==> src/rtl/xnor_lock_detector_if.sv <==
// Sample/result bundle for xnor_lock_detector: A/B words in, registered
// agreement terms and lock status out.
interface xnor_lock_detector_if #(
    parameter int WIDTH = 8,
    parameter int CNT_W = 8
);
    localparam int MB_W = $clog2(WIDTH + 1);

    logic             valid;
    logic [WIDTH-1:0] A;
    logic [WIDTH-1:0] B;
    logic             valid_out;
    logic [WIDTH-1:0] f;
    logic [MB_W-1:0]  match_bits;
    logic             equal;
    logic [CNT_W-1:0] run_cnt;
    logic             locked;

    modport master (
        output valid, A, B,
        input  valid_out, f, match_bits, equal, run_cnt, locked
    );

    modport slave (
        input  valid, A, B,
        output valid_out, f, match_bits, equal, run_cnt, locked
    );
endinterface

==> src/rtl/xnor_lock_detector.sv <==
// Registered XNOR/popcount of two words plus a run-length lock FSM.
// Define XNOR_LOCK_TOLERANCE_EN to add a HOLD state that forgives one isolated mismatch.
module xnor_lock_detector #(
    parameter int WIDTH      = 8,
    parameter int LOCK_COUNT = 4,
    parameter int CNT_W      = 8
) (
    input  logic                 clk,
    input  logic                 rst,
    xnor_lock_detector_if.slave  bus
);
    localparam int MB_W = $clog2(WIDTH + 1);

    localparam logic [1:0] SEARCH = 2'd0;
    localparam logic [1:0] COUNT  = 2'd1;
    localparam logic [1:0] LOCKED = 2'd2;
`ifdef XNOR_LOCK_TOLERANCE_EN
    localparam logic [1:0] HOLD   = 2'd3;
`endif

    logic [1:0]       state_q, state_d;
    logic [CNT_W-1:0] run_cnt_q, run_cnt_d;
    logic [WIDTH-1:0] f_q, f_d;
    logic [MB_W-1:0]  mb_q, mb_d;
    logic             eq_q, eq_d;
    logic             vld_q;

    logic [WIDTH-1:0] x;
    logic             eq;
    logic [MB_W-1:0]  pop;
    logic [CNT_W-1:0] cnt_inc;

    always_comb begin
        x   = ~(bus.A ^ bus.B);
        eq  = &x;
        pop = '0;
        for (int i = 0; i < WIDTH; i++) begin
            pop = pop + MB_W'(x[i]);
        end
    end

    assign cnt_inc = run_cnt_q + 1'b1;

    always_comb begin
        state_d   = state_q;
        run_cnt_d = run_cnt_q;
        f_d       = f_q;
        mb_d      = mb_q;
        eq_d      = eq_q;
        if (bus.valid) begin
            f_d  = x;
            mb_d = pop;
            eq_d = eq;
            case (state_q)
                SEARCH: begin
                    if (eq) begin
                        run_cnt_d = CNT_W'(1);
                        state_d   = (LOCK_COUNT == 1) ? LOCKED : COUNT;
                    end else begin
                        run_cnt_d = '0;
                    end
                end
                COUNT: begin
                    if (eq) begin
                        run_cnt_d = cnt_inc;
                        if (cnt_inc == CNT_W'(LOCK_COUNT)) state_d = LOCKED;
                    end else begin
                        run_cnt_d = '0;
                        state_d   = SEARCH;
                    end
                end
                LOCKED: begin
                    if (eq) begin
                        // Saturate rather than wrap so a long lock never looks like a fresh run
                        if (run_cnt_q != '1) run_cnt_d = cnt_inc;
                    end else begin
                        run_cnt_d = '0;
`ifdef XNOR_LOCK_TOLERANCE_EN
                        state_d   = HOLD;
`else
                        state_d   = SEARCH;
`endif
                    end
                end
`ifdef XNOR_LOCK_TOLERANCE_EN
                HOLD: begin
                    if (eq) begin
                        run_cnt_d = CNT_W'(1);
                        state_d   = LOCKED;
                    end else begin
                        run_cnt_d = '0;
                        state_d   = SEARCH;
                    end
                end
`endif
                default: begin
                    run_cnt_d = '0;
                    state_d   = SEARCH;
                end
            endcase
        end
    end

    always_ff @(posedge clk) begin
        if (rst) begin
            state_q   <= SEARCH;
            run_cnt_q <= '0;
            f_q       <= '0;
            mb_q      <= '0;
            eq_q      <= 1'b0;
            vld_q     <= 1'b0;
        end else begin
            state_q   <= state_d;
            run_cnt_q <= run_cnt_d;
            f_q       <= f_d;
            mb_q      <= mb_d;
            eq_q      <= eq_d;
            vld_q     <= bus.valid;
        end
    end

    assign bus.valid_out  = vld_q;
    assign bus.f          = f_q;
    assign bus.match_bits = mb_q;
    assign bus.equal      = eq_q;
    assign bus.run_cnt    = run_cnt_q;
`ifdef XNOR_LOCK_TOLERANCE_EN
    assign bus.locked     = (state_q == LOCKED) || (state_q == HOLD);
`else
    assign bus.locked     = (state_q == LOCKED);
`endif
endmodule

==> src/flat_wrapper.sv <==
// flat-port wrapper written by rule: the top's interface ports become plain ports
module xnor_lock_detector_flat 
#(
    parameter int WIDTH      = 8,
    parameter int LOCK_COUNT = 4,
    parameter int CNT_W      = 8
)
  (clk, rst, bus_valid, bus_A, bus_B, bus_valid_out, bus_f, bus_match_bits, bus_equal, bus_run_cnt, bus_locked);
  xnor_lock_detector_if #(.WIDTH(WIDTH), .CNT_W(CNT_W)) bus_i ();
  input  logic clk;
  input  logic rst;
  input wire logic [$bits(bus_i.valid)-1:0] bus_valid;
  input wire logic [$bits(bus_i.A)-1:0] bus_A;
  input wire logic [$bits(bus_i.B)-1:0] bus_B;
  output wire logic [$bits(bus_i.valid_out)-1:0] bus_valid_out;
  output wire logic [$bits(bus_i.f)-1:0] bus_f;
  output wire logic [$bits(bus_i.match_bits)-1:0] bus_match_bits;
  output wire logic [$bits(bus_i.equal)-1:0] bus_equal;
  output wire logic [$bits(bus_i.run_cnt)-1:0] bus_run_cnt;
  output wire logic [$bits(bus_i.locked)-1:0] bus_locked;
  assign bus_i.valid = bus_valid;
  assign bus_i.A = bus_A;
  assign bus_i.B = bus_B;
  assign bus_valid_out = bus_i.valid_out;
  assign bus_f = bus_i.f;
  assign bus_match_bits = bus_i.match_bits;
  assign bus_equal = bus_i.equal;
  assign bus_run_cnt = bus_i.run_cnt;
  assign bus_locked = bus_i.locked;
  xnor_lock_detector #(.WIDTH(WIDTH), .LOCK_COUNT(LOCK_COUNT), .CNT_W(CNT_W)) u_core (.clk(clk), .rst(rst), .bus(bus_i));
endmodule
==> config.mk <==
export PLATFORM = sky130hd
export DESIGN_NAME = xnor_lock_detector_flat
export DESIGN_NICKNAME = d
export VERILOG_FILES = /design/src/rtl/xnor_lock_detector_if.sv /design/src/rtl/xnor_lock_detector.sv /design/src/flat_wrapper.sv
export SDC_FILE = /design/constraint.sdc
export NUM_CORES = 1
export LEC_CHECK = 0
export ABC_AREA = 1
export CORE_MARGIN = 5
export CORE_UTILIZATION = 48
export DETAILED_ROUTE_END_ITERATION = 8
export HOLD_SLACK_MARGIN = 0.1
export PLACE_DENSITY_LB_ADDON = 0.15
export SLEW_MARGIN = 20
export SYNTH_ARGS = -nofsm -noshare
export SYNTH_HDL_FRONTEND = slang
export SYNTH_SLANG_ARGS = --single-unit
==> constraint.sdc <==
create_clock -name clk -period 3.6 [get_ports clk]
set_input_delay 0.72 -clock clk [delete_from_list [all_inputs] [get_ports clk]]
set_output_delay 0.72 -clock clk [all_outputs]
set_load 0.05 [all_outputs]
Yosys cells after proc, flatten, opt, wreduce, memory -nomap -nowiden

Cells that the tools add are included.
W data, S select, Z words.

Bits in registers: 24
Logic and storage cells: 38
Output and inout port bits: 23

Muxes and demuxes: 10
Reductions and logical operators: 4
Equal/unequal tests: 8
$add $sub $neg: 8
Bitwise logic cells: 2

Operators with widths:

| cell                  | number |
|---|---|
| $add A4 B1 Y4         | 6 |
| $mux W8               | 3 |
| $pmux W8 S3           | 1 |
| $add A8 B1 Y8 const B | 1 |
| $eq A8 B3 Y1 const B  | 1 |
| $mux W2               | 4 |
| $ne A8 B8 Y1 const B  | 1 |
| $not A8 Y8            | 1 |
| $reduce_and A8 Y1     | 1 |
| $xor A8 B8 Y8         | 1 |
| $ne A3 B3 Y1 const B  | 2 |
| $pmux W2 S3           | 1 |
| $reduce_and A4 Y1     | 1 |
| $add A1 B1 Y2         | 1 |
| $eq A2 B1 Y1 const B  | 1 |
| $eq A2 B2 Y1 const B  | 1 |
| $logic_not A2 Y1      | 1 |
| $ne A2 B1 Y1 const B  | 1 |
| $ne A2 B2 Y1 const B  | 1 |
| $reduce_and A2 Y1     | 1 |
| $mux W1               | 1 |

Longest topological paths before layout

Gate-level depths: netlist (run 1).

Depth after elaboration: 9
Depth in mapped cells: 13
Mapped depth without buffers: 13

Worst setup path before layout (run 1)

Ideal clock, no wire load.

Path type: input-to-reg
Start: in bus_B[1]
End: reg u_core.mb_q[1] (netlist: u_core.bus.match_bits[1])
Buffers on the path: 0
Arrival: 3.088 ns
Library setup time: 0.070 ns
Slack: 0.442 ns
Required time: 3.530 ns
Stages: 10
Cell sequence: xnor2_1 ha_1 inv_1 fa_1 fa_1 inv_1 fa_1 inv_1 fa_1 a21oi_1

Longest elaborated chain between the ends: 9

RTL lines:

| item                       | RTL line                  | RTL |
|---|---|---|
| from (decl)                | flat_wrapper.sv:14        | `input wire logic [$bits(bus_i.B)-1:0] bus_B;` |
| $xor A8 B8 Y8              | xnor_lock_detector.sv:34  | `x = ~(bus.A ^ bus.B);` |
| $not A8 Y8                 | xnor_lock_detector.sv:34  |  |
| $add A1 B1 Y2              | xnor_lock_detector.sv:38  | `pop = pop + MB_W'(x[i]);` |
| $add A4 B1 Y4 (6 in a row) | xnor_lock_detector.sv:38  |  |
| to (signal assigned)       | xnor_lock_detector.sv:116 | `mb_q <= mb_d;` |
| to (decl)                  | xnor_lock_detector.sv:24  | `logic [MB_W-1:0] mb_q, mb_d;` |

Every way passes these cells.
A chain may end at the register's enable or synchronous reset.

Worst setup path in the final report (run 1)

Start: in bus_B[1]
End: reg u_core.mb_q[1] (netlist: u_core.bus.match_bits[1])

Longest elaborated chain between the ends: 9

RTL lines:

| item                       | RTL line                 | RTL |
|---|---|---|
| $xor A8 B8 Y8              | xnor_lock_detector.sv:34 |  |
| $not A8 Y8                 | xnor_lock_detector.sv:34 |  |
| named net u_core.x[1]      | xnor_lock_detector.sv:28 | `logic [WIDTH-1:0] x;` |
| $add A1 B1 Y2              | xnor_lock_detector.sv:38 |  |
| $add A4 B1 Y4 (6 in a row) | xnor_lock_detector.sv:38 |  |

The timed path passes the listed nets, and every way through them passes these cells.

==> results.py, run 1 <==
metrics = {
    "sta": {
        "rsz0062_at_grt": "no",
        "slew_headroom_pct": 65.34,
        "fmax_mhz": 294.3,
        "fin_ws_ns": 0.2019,
        "min_period_ns": 3.398,
        "slew_viol_final": 0,
        "worst_pin_slew_ns": 0.5182,
        "final_hold_viol_count": 0,
        "period_share_pct": 94.39,
        "finClkSkew_ns": 0.005507,
        "setup_tns_ns": 0,
        "setup_viol": 0,
    },
    "yosys": {
        "yosys-top-cells-count": "nand2_1 (58), inv_1 (51), nor2_1 (35), dfxtp_1 (24), o21ai_0 (16)",
        "yosysWarnings": 0,
        "synthArstFlopShare_pct": 0,
        "synth.avg_cell_area_um2": 6.516,
        "ys.flop_type": "dfxtp_1",
        "syn_area_mm2": 0.001570,
        "syn-instance-count": 241,
        "ys_top_cells_by_area": "dfxtp_1 (31%), nand2_1 (14%), inv_1 (12%)",
        "syn_nets": 272,
        "ys_seq_elements": 24,
        "yosys.area.top_type": "dfxtp_1",
        "netlist.area_leader.share_pct": 30.60,
        "yosysMostFrequentCell": "nand2_1",
        "synth_edf_count": 0,
        "ys_seq_area_share_pct": 30.60,
        "ys_types": 22,
    },
    "placement": {
        "dpl.hpwl_mm": 2.779,
        "place_area_mm2": 0.002012,
        "place.gp.congestion": 0.8441,
        "post-place-ws_ns": -0.1789,
        "portBuffers": 41,
    },
    "worst_setup_path": {
        "rr_worst_depth": 9,
        "r2r_slack_ns": 1.78,
        "required_ns": 3.87,
        "crit_type": "in2reg",
        "cp.arrival_ns": 3.66,
        "endpoint_kind": "flip-flop",
        "crit_fanout": 2,
        "startpoint_type": "primary input",
    },
    "clocking": {
        "numCtsBuffers": 3,
        "postCtsSetupBuffers": 0,
        "cts-hold-fix-buffers": 0,
        "cts.sinks": 24,
        "htreeDepth": 1,
        "cts_tree": "built",
        "clockBufferDepth": 2,
        "cts.clk_slew.worst_paths_ns": 0.14,
        "clock_latency_ns": 0.32,
        "cts_root_buf": "clkbuf_4",
        "cts_resized": 0,
    },
    "drt": {
        "dr.pass1.iters": 6,
        "top_layer": "met4",
        "wl_mm": 3.372,
        "viasPerCell": 4.684,
        "drtIter0Drc": 83,
        "wl_met2_mm": 1.604,
        "ant_nets": 0,
        "post_drt_wl_per_cell_um": 10.34,
        "drc_errors": 0,
        "wl_met1_mm": 1.564,
        "dr_wl_met3_um": 184,
        "num_vias": 1527,
    },
    "global_routing": {
        "grt_max_degree": 15,
        "grt_pass1_vias": 1356,
        "grt_pass1_wl_mm": 5.809,
        "antenna_found_initial": 0,
        "globalRouteOverflowTotal": 0,
        "grt_usage_pct": 16.79,
    },
    "die": {
        "die_area_mm2": 0.004515,
        "die_y_um": 67.20,
        "start_util_pct": 50.60,
        "pin_count": 42,
        "die_w_um": 67.20,
        "rows": 20,
        "core_mm2": 0.003103,
    },
    "worst_hold_path": {
        "hold_depth": 2,
        "holdCritPathClass": "reg2reg",
    },
    "power": {
        "finalPower_mw": 0.7754,
        "p_per_area_mw_per_mm2": 375.6,
        "p_leak_nw": 1.002,
        "vdd_ir_drop_max_v": 0.0003163,
    },
    "cells_and_area": {
        "n_fill_cell": 323,
        "antennaDiodeCount": 0,
        "drive_gt1_share_pct": 4.255,
        "area_growth_pct": 31.47,
        "finalNetCount": 314,
        "stdcell_area_mm2": 0.002064,
    },
    "run": {
        "drv_cap": 0,
    },
    "run_status": {
        "status": "finished clean",
    },
}
metrics by stage:
| step | util, % | hold slack (ns) | instances |
|---|---|---|---|
| 6_report | 66.53 | 0.4982 | 326 |
| 5_1_grt | 66.53 | 0.5402 | 326 |
| 4_1_cts | 66.53 | 0.5034 | 326 |
| 3_3_place_gp | 64.84 | 0.4648 | 322 |
| 2_1_floorplan | - | 0.4877 | 241 |
| 3_5_place_dp | 64.84 | 0.4653 | 322 |
flip-flops by register name, summed over array words and instances (netlist names):
register	flops
u_core.bus.f	8
u_core.bus.run_cnt	8
u_core.bus.match_bits	4
u_core.state_q	2
u_core.bus.equal	1
u_core.bus.valid_out	1
worst max-delay path, stage by stage:
cell and delay, ns:
clkdlybuf4s50_1 0.41, xnor2_1 0.23, ha_1 0.26, inv_1 0.07, fa_1 0.43, fa_1 0.50
inv_1 0.05, fa_1 0.37, inv_1 0.08, fa_1 0.40, a21oi_1 0.14
report_power, final:
group | total, mW | switching, mW | internal [mW]
logic | 0.275 | 0.167 | 0.107
clock network | 0.201 | 0.0882 | 0.113
registers | 0.300 | 0.0137 | 0.286
total | 0.775 | 0.269 | 0.506
final cells by class:
| cell class | instances | area (µm²) | area share [%] |
|---|---|---|---|
| repair buffers | 43 | 425.4 | 20.61 |
| well taps | 44 | 55.05 | 2.667 |
| flip-flops and latches | 24 | 480.5 | 23.27 |
| inverters | 52 | 195.2 | 9.455 |
| multi-input cells | 159 | 855.8 | 41.45 |
| clock buffers | 3 | 22.52 | 1.091 |
| clock inverters | 1 | 30.03 | 1.455 |
metal layers:
| layer | vias to the layer above | track usage, % |
|---|---|---|
| met5 | - | 0 |
| li1 | 814 | - |
| met2 | 29 | 28.34 |
| met4 | 0 | 3.797 |
| met3 | 2 | 4.992 |
| met1 | 682 | 21.05 |
worst paths after layout:
check                                          start                               endpoint
setup reg to reg  u_core.bus.run_cnt[0]$_SDFFE_PP0P_     u_core.bus.run_cnt[5]$_SDFFE_PP0P_
hold reg to reg         u_core.bus.f[7]$_SDFFE_PP0P_           u_core.bus.f[7]$_SDFFE_PP0P_
setup / recovery                            bus_B[1]  u_core.bus.match_bits[1]$_SDFFE_PP0P_
hold / removal          u_core.bus.f[7]$_SDFFE_PP0P_           u_core.bus.f[7]$_SDFFE_PP0P_
placed cells by master (no fill, tap or decap), types with 3 or more instances in the layout:
master           instances
a21oi_1                  5
clkbuf_4                 3
clkdlybuf4s50_1         41
dfxtp_1                 24
fa_1                     4
ha_1                     8
inv_1                   51
nand2_1                 58
nand2_2                  3
nand3_1                 13
nor2_1                  35
o211ai_1                 6
o21ai_0                 16
xnor2_1                  4
cells by family (layout without fill, tap and decap cells):
| family | Yosys count | count (layout) | synth area share (%) |
|---|---|---|---|
| adders and majority gates | 12 | 12 | 11.47 |
| and+or+nand+nor | 111 | 111 | 28.77 |
| buffers and inverters | 58 | 99 | 14.90 |
| xor gates and xnor gates | 6 | 6 | 3.347 |
| DFF | 24 | 24 | 30.60 |
| AOI/OAI and AO/OA | 30 | 30 | 10.92 |
Power figures use the tool's default switching activity.
==> inputs of run 2 (changes only) <==
- MAX_ROUTING_LAYER: not set -> met4
==> results.py, run 2 (same netlist as run 1, synthesis figures left out) <==
metrics = {
    "placement": {
        "place.gp.congestion": 0.8573,
        "place_area_mm2": 0.002012,
        "dpl.hpwl_mm": 2.779,
        "portBuffers": 41,
    },
    "clocking": {
        "cts_resized": 0,
        "cts_tree": "built",
        "cts-hold-fix-buffers": 0,
        "postCtsSetupBuffers": 0,
        "numCtsBuffers": 3,
        "cts.sinks": 24,
        "clock_latency_ns": 0.32,
        "clockBufferDepth": 2,
        "htreeDepth": 1,
        "cts.clk_slew.worst_paths_ns": 0.14,
        "cts_root_buf": "clkbuf_4",
    },
    "drt": {
        "dr.pass1.iters": 6,
        "post_drt_wl_per_cell_um": 10.33,
        "num_vias": 1527,
        "ant_nets": 0,
        "viasPerCell": 4.684,
        "drc_errors": 0,
        "drtIter0Drc": 85,
        "wl_mm": 3.369,
    },
    "sta": {
        "min_period_ns": 3.398,
        "hold_slack_ns": 0.5011,
        "rsz0062_at_grt": "no",
        "worst_pin_slew_ns": 0.5181,
        "final_hold_viol_count": 0,
        "finClkSkew_ns": 0.005426,
        "fmax_mhz": 294.3,
        "slew_headroom_pct": 65.35,
        "slew_viol_final": 0,
        "period_share_pct": 94.39,
        "setup_viol": 0,
    },
    "cells_and_area": {
        "multi_input_area_um2": 855.8,
        "drive_gt1_share_pct": 4.255,
        "final_common_cell": "nand2_1",
        "seq_area_um2": 480.5,
        "stdcell_area_mm2": 0.002064,
        "area_growth_pct": 31.47,
        "n_fill_cell": 323,
        "layout_common_cells": "nand2_1 (58), inv_1 (51), clkdlybuf4s50_1 (41), nor2_1 (35), dfxtp_1 (24)",
        "antennaDiodeCount": 0,
        "finalNetCount": 314,
    },
    "die": {
        "die_area_mm2": 0.004515,
        "die_y_um": 67.20,
        "start_util_pct": 50.60,
        "core_mm2": 0.003103,
        "pin_count": 42,
        "die_w_um": 67.20,
        "rows": 20,
    },
    "power": {
        "power.internal_mw": 0.5061,
        "p_per_area_mw_per_mm2": 375.3,
        "p_leak_nw": 1.002,
        "seqPwrFrac_pct": 38.7,
        "finalPower_mw": 0.7748,
        "switching_power_mw": 0.2687,
        "switching_share_pct": 34.68,
        "combPwrFrac_pct": 35.4,
        "vdd_ir_drop_max_v": 0.0003158,
        "p_clk_share_pct": 25.9,
    },
    "worst_setup_path": {
        "cp.arrival_ns": 3.66,
        "crit_top_cell": "fa_1",
        "max_stage_delay_ns": 0.50,
        "endpoint_kind": "flip-flop",
        "cpMaxStageDelayCell": "fa_1",
        "startpoint_type": "primary input",
        "required_ns": 3.86,
        "crit_fanout": 2,
        "crit_type": "in2reg",
        "crit_chain": "clkdlybuf4s50_1 -> xnor2_1 -> ha_1 -> inv_1 -> fa_1 -> fa_1 -> inv_1 -> fa_1 -> inv_1 -> fa_1 -> a21oi_1",
    },
    "run": {
        "drv_cap": 0,
    },
    "worst_hold_path": {
        "holdCritPathClass": "reg2reg",
    },
    "global_routing": {
        "grt_usage_pct": 17.27,
        "grt_pass1_vias": 1349,
        "grt_pass1_wl_mm": 5.816,
        "antenna_found_initial": 0,
        "globalRouteOverflowTotal": 0,
        "grt_max_degree": 15,
    },
    "run_status": {
        "status": "finished clean",
    },
}
run 2: cell counts in the layout (fill, tap and decap cells not counted):
No cell type changed its count.
run 2: worst max-delay path, delay by kind of cell:
kind | cells | cell delay (ns)
AO/OA/AOI/OAI | 1 | 0.14
XOR/XNOR | 1 | 0.23
adder cells (fa/ha/maj) | 5 | 1.96
buffers and inverters | 4 | 0.61
run 2: per-layer routing:
| metal | vias to the layer above | GRT usage, % | share of wire (%) |
|---|---|---|---|
| met3 | 2 | 4.326 | 4.4 |
| met2 | 26 | 28.34 | 47 |
| li1 | 815 | - | - |
| met4 | 0 | 3.797 | 0.56 |
| met5 | - | - | 0 |
| met1 | 684 | 21.46 | 48 |
run 2: metrics by stage:
stage	setup slack (ns)	setup TNS (ns)	std cells	util (%)
after detailed placement	-0.1789	-0.3150	322	64.84
after global routing	0.06547	0	326	66.53
after global placement	-0.08972	-0.1244	322	64.84
after CTS	0.1808	0	326	66.53
final	0.2018	0	326	66.53
after floorplan	0.4423	0	241	-
run 2: cell type report:
cell class	count	share of cell area, %
multi-input cells	159	41.45
repair buffers	43	20.61
well taps	44	2.667
clock inverters	1	1.455
inverters	52	9.455
clock buffers	3	1.091
flip-flops and latches	24	23.27
run 2: worst paths after layout:
check,startpoint,to,slack [ns],cells past startpoint
setup / recovery,bus_B[1],u_core.bus.match_bits[1]$_SDFFE_PP0P_,0.20,11
setup reg to reg,u_core.bus.run_cnt[0]$_SDFFE_PP0P_,u_core.bus.run_cnt[5]$_SDFFE_PP0P_,1.78,9
hold reg to reg,u_core.bus.f[7]$_SDFFE_PP0P_,u_core.bus.f[7]$_SDFFE_PP0P_,0.50,2
hold / removal,u_core.bus.f[7]$_SDFFE_PP0P_,u_core.bus.f[7]$_SDFFE_PP0P_,0.50,2
run 2: power by group through the flow:
stage          registers, mW  logic [mW]  clock network [mW]
2_1_floorplan          0.367       0.127                   0
3_3_place_gp           0.306       0.271                   0
3_5_place_dp           0.305       0.275                   0
4_1_cts                0.300       0.278               0.204
5_1_grt                0.303       0.312               0.217
6_report               0.300       0.275               0.200
==> RTL edit 1 (config.mk and constraints of run 2) <==
Build with the macro `XNOR_LOCK_TOLERANCE_EN` defined.
--- a/src/rtl/xnor_lock_detector.sv
+++ b/src/rtl/xnor_lock_detector.sv
@@ -1,5 +1,7 @@
 // Registered XNOR/popcount of two words plus a run-length lock FSM.
 // Define XNOR_LOCK_TOLERANCE_EN to add a HOLD state that forgives one isolated mismatch.
+`define XNOR_LOCK_TOLERANCE_EN
+
 module xnor_lock_detector #(
     parameter int WIDTH      = 8,
     parameter int LOCK_COUNT = 4,
Function: changed (Yosys sat finds a counterexample within 10 cycles, from zero or initial values and one cycle with rst high).
==> RTL edit 1 against run 2 <==
Non-clock buffer count is 1 higher; die area is 1.1% higher; synthesized cell count is 2.1% lower; cell area is 1.5% higher; power is 12% lower; maximum frequency is 2.4% lower; via count is 2.1% lower; sequential cell count stayed put; combinational power is 9.1% lower; critical path depth stayed put; routed wire length is 1.3% higher; synthesized area is 1.4% higher; worst setup slack worse by 0.083 ns; critical endpoint is now u_core.bus.match_bits[2].
==> RTL edit 1: results (changes against run 2) <==
[run_status]
status=finished, final reports clean

[global_routing]
use_met1=0.206  ; -0.00810
gr-usage-all-layers=0.174  ; +0.00114
grtUsageMet2=0.305  ; +0.0215
grt_util_met3=0.0300  ; -0.0133
grt_pass1_vias=1401  ; +3.9%
grt_max_degree=16  ; +1
grt_pass1_wl_um=6000  ; +3.2%

[clocking]
clk_pin_slew_ns=0.12  ; -0.02 ns

[route]
drt_iter0_drc=109  ; +28%
wire_per_inst_um=10.5  ; +2.0%
firstDrtPassIters=4  ; -2
vias_per_cell=4.61  ; -1.5%

[yosys]
synth_top_area_frac=0.302  ; -0.00409
synthAdderAreaFrac=0.121  ; +0.00633
synth-xor-area-share=0.0330  ; -0.000447
synth_compound_area_frac=0.120  ; +0.0111
yosys-top-cells-count=nand2_1, inv_1, nor2_1
ys_seq_area_frac=0.302  ; -0.00409
synth.distinct_cells=25  ; +14%

[power_and_ir_drop]
p_leak_uw=0.000999  ; -0.29%
ir_worst_vdd_uv=220  ; -30%

[cells_and_area]
fill_cells=302  ; -6.5%
drive_above_1_share=0.0899  ; +0.0474
nets=311  ; -0.96%

[sta]
clock_skew_ns=0.000548  ; -0.00488 ns
maxSlewHeadroom=0.654  ; about the same

[placement]
routabilityCongestion=0.821  ; -4.2%
dp_hpwl_um=2770  ; -0.35%

[worst_setup_path]
max_stage_delay_ns=0.48  ; -0.02 ns
arrival_ns=3.70  ; +0.04 ns

==> RTL edit 1: layout make-up <==
cell class                      instances  area share
Multi-Input combinational cell        157       0.432
Sequential cell                        24       0.229
Timing Repair Buffer                   44       0.207
Inverter                               49      0.0878
Tap cell                               46      0.0275
Clock buffer                            4      0.0173
==> RTL edit 1: logic make-up after synthesis <==
logic type | Yosys count
flip-flops | 24
adder cells (fa/ha/maj) | 13
XOR/XNOR | 6
AND/OR/NAND/NOR | 107
AO/OA/AOI/OAI | 31
buffers and inverters | 55
==> RTL edit 1: path summary, 6_finish.rpt <==
path	slack [ns]	end	cells after the start	startpoint
min	0.50	u_core.bus.f[5]	2	u_core.bus.f[5]
max reg2reg	1.69	u_core.bus.run_cnt[4]	10	u_core.bus.run_cnt[0]
max	0.12	u_core.bus.match_bits[2]	11	bus_B[1]
min reg2reg	0.50	u_core.bus.f[5]	2	u_core.bus.f[5]
==> RTL edit 1: worst register-to-register path: cells and delay by family (launching register included) <==
kind                     cells  cell delay [ns]
buffers and inverters        2             0.29
AND/OR/NAND/NOR              7             0.87
adder cells (fa/ha/maj)      1             0.23
flip-flops                   1             0.44
==> RTL edit 1: power by group <==
part           switching, uW  internal (uW)
clock network           79.4           61.7
logic                    150            100
registers               9.57            283
==> RTL edit 1: metrics by stage <==
step                std cells  instance area [um2]
floorplan                 236                 1590
global placement          320                 2050
detailed placement        320                 2050
CTS                       324                 2090
global route              324                 2100
finish                    324                 2100
==> RTL edit 1: layer usage <==
layer | share of wire | vias up
met2 | 0.51 | 22
met4 | 0.0070 | 0
met1 | 0.45 | 661
li1 | - | 810
met3 | 0.028 | 2
met5 | 0 | -
==> RTL edit 2 (flow settings as in run 2) <==
Made on the original files. Reset style: asynchronous (`rst`), changed in one clocked block.
--- a/src/rtl/xnor_lock_detector.sv
+++ b/src/rtl/xnor_lock_detector.sv
@@ -101,7 +101,7 @@
         end
     end
 
-    always_ff @(posedge clk) begin
+    always_ff @(posedge clk or posedge rst) begin
         if (rst) begin
             state_q   <= SEARCH;
             run_cnt_q <= '0;
Formal check against the unedited RTL: differs if rst is asserted again (counterexample within 4 cycles, from zero or initial values and one cycle with rst high); with rst held inactive, the same outputs for 10 cycles.
==> RTL edit 2 against run 2 <==
Sequential cell count unchanged; routed wire length is 2.7% higher; worst setup slack got worse by 0.048 ns; sequential power rose by 8.7%; power increased by 3.3%; synthesized area up 5.1%; cell area rose by 3.9%; largest cell class unchanged.
==> RTL edit 2: results (changes against run 2) <==
[hold_path]
min_path_type=register to register

[yosys]
yosys-top-cells-count=nand2_1, inv_1, dfrtp_1
syn_nets=246  ; -9.6%
yosysWarningCount=0  ; unchanged
synth_ff_type=dfrtp_1
yosys-top-cells-area=dfrtp_1, nand2_1, inv_1
synthArstFlopShare=1.00  ; +1.00
syn_area_per_cell_um2=7.68  ; +18%
ys_seq_area_frac=0.364  ; +0.0579
synth.distinct_cells=24  ; +9.1%

[clocking]
clk_pin_slew_ns=0.13
cts_buffers=3  ; unchanged
worstSkewPairLatency_ns=0.32  ; about the same
clockRootBuffer=clkbuf_4
htreeDepth=1  ; unchanged
clockBufferDepth=2  ; unchanged

[cells_and_area]
drive_above_1_share=0.128  ; +0.0859
num_antenna_cells=0  ; unchanged
nets=290  ; -7.6%

[global_routing]
gr-usage-all-layers=0.166  ; -0.00657
grt_pass1_wl_um=5730  ; -1.4%
antenna_found_initial=0  ; unchanged
grt_pass1_vias=1317  ; -2.4%
grt_max_degree=25  ; +10

[route]
drt_iter0_drc=106  ; +25%
drt_wl_total_um=3460  ; +2.7%
wl_met3_um=106  ; -28%
wl_met1_um=1500  ; -6.9%
route.met2.wl_um=1840  ; +16%
wire_per_inst_um=11.4  ; +10%
routed.top_layer=met4
firstDrtPassIters=4  ; -2
vias_per_cell=4.69  ; about the same

[sta]
whs_ns=0.500  ; -0.000933 ns
worstMarginPinSlew_ns=0.940  ; +0.422 ns
clock_skew_ns=0.00154  ; -0.00389 ns

[worst_setup_path]
max_stage_delay_ns=0.49
cp_slowest_cell=fa_1
arrival_ns=3.69  ; +0.03 ns
reg2reg_setup_slack_ns=1.94  ; +0.16 ns
worstPathMaxFanout=2  ; unchanged

[placement]
dp_hpwl_um=2700  ; -2.7%
place_inst=300  ; -6.8%
routabilityCongestion=0.817  ; -4.7%
portBuffers=41  ; unchanged

[run_status]
status=finished, final reports clean

[power_and_ir_drop]
ir_worst_vdd_uv=392  ; +24%
p_leak_uw=0.00106  ; +5.4%

-- RTL edit 2: cell types whose count changed after synthesis, sizes merged, moves of 2 or more --
cell | before | now
dfrtp | 0 | 24
dfxtp | 24 | 0
nor2 | 35 | 17
inv | 52 | 39
nand2 | 61 | 74
nand3 | 13 | 19
o211ai | 6 | 0
a21oi | 6 | 1
buf | 3 | 1
xnor2 | 4 | 2
-- RTL edit 2: worst paths after layout --
check | to | startpoint | cells after the start
hold reg to reg | u_core.bus.match_bits[0] | u_core.bus.match_bits[0] | 2
min in group asynchronous | u_core.bus.run_cnt[7] | rst | 2
max in group asynchronous | u_core.bus.equal | rst | 2
setup / recovery | u_core.bus.match_bits[1] | bus_B[0] | 11
hold / removal | u_core.bus.match_bits[0] | u_core.bus.match_bits[0] | 2
setup reg to reg | u_core.state_q[1] | u_core.bus.run_cnt[0] | 11
-- RTL edit 2: through the flow --
stage | instance area [um2] | TNS (ns) | setup WS (ns) | util
after floorplan | 1650 | 0 | 0.408 | -
after global placement | 2110 | -0.113 | -0.0902 | 0.631
after detailed placement | 2110 | -0.218 | -0.163 | 0.631
after CTS | 2130 | 0 | 0.175 | 0.638
after global routing | 2140 | -0.00951 | -0.00951 | 0.643
final | 2140 | 0 | 0.154 | 0.643
-- RTL edit 2: layout make-up --
cell class	instances	area [um2]
tap	46	57.6
multi-input combinational	149	900
sequential	24	601
fill	300	1190
inverter	39	146
clock buffer	3	22.5
timing repair buffer	42	418
-- RTL edit 2: metal layers --
| metal | GRT usage | up-vias |
|---|---|---|
| li1 | - | 737 |
| met5 | - | - |
| met1 | 0.188 | 664 |
| met4 | 0.0298 | 0 |
| met3 | 0.0389 | 2 |
| met2 | 0.299 | 17 |
-- RTL edit 2: power by group --
group | total, uW | internal (uW) | switching [uW]
logic | 353 | 129 | 224
registers | 326 | 303 | 23.5
clock network | 120 | 39.2 | 81.2
-- RTL edit 2: what timing repair did --
| action | 4_1_cts | 5_1_grt |
|---|---|---|
| hold endpoints to repair | 0 | 0 |
| setup buffers | 0 | 0 |
| setup endpoints to repair | 0 | 1 |
| gates resized for setup | 0 | 3 |
-- RTL edit 2: logic make-up after synthesis --
logic type,count (synthesis),share of synthesized area
AO/OA/AOI/OAI,20,0.0713
XOR/XNOR,5,0.0265
adder cells (fa/ha/maj),12,0.109
buffers and inverters,42,0.100
flip-flops,24,0.364
AND/OR/NAND/NOR,112,0.329
-- RTL edit 2: critical path: cells and delay by family --
family | cells | cell delay, ns
XOR/XNOR | 1 | 0.23
adder cells (fa/ha/maj) | 5 | 1.96
AO/OA/AOI/OAI | 1 | 0.14
buffers and inverters | 4 | 0.66
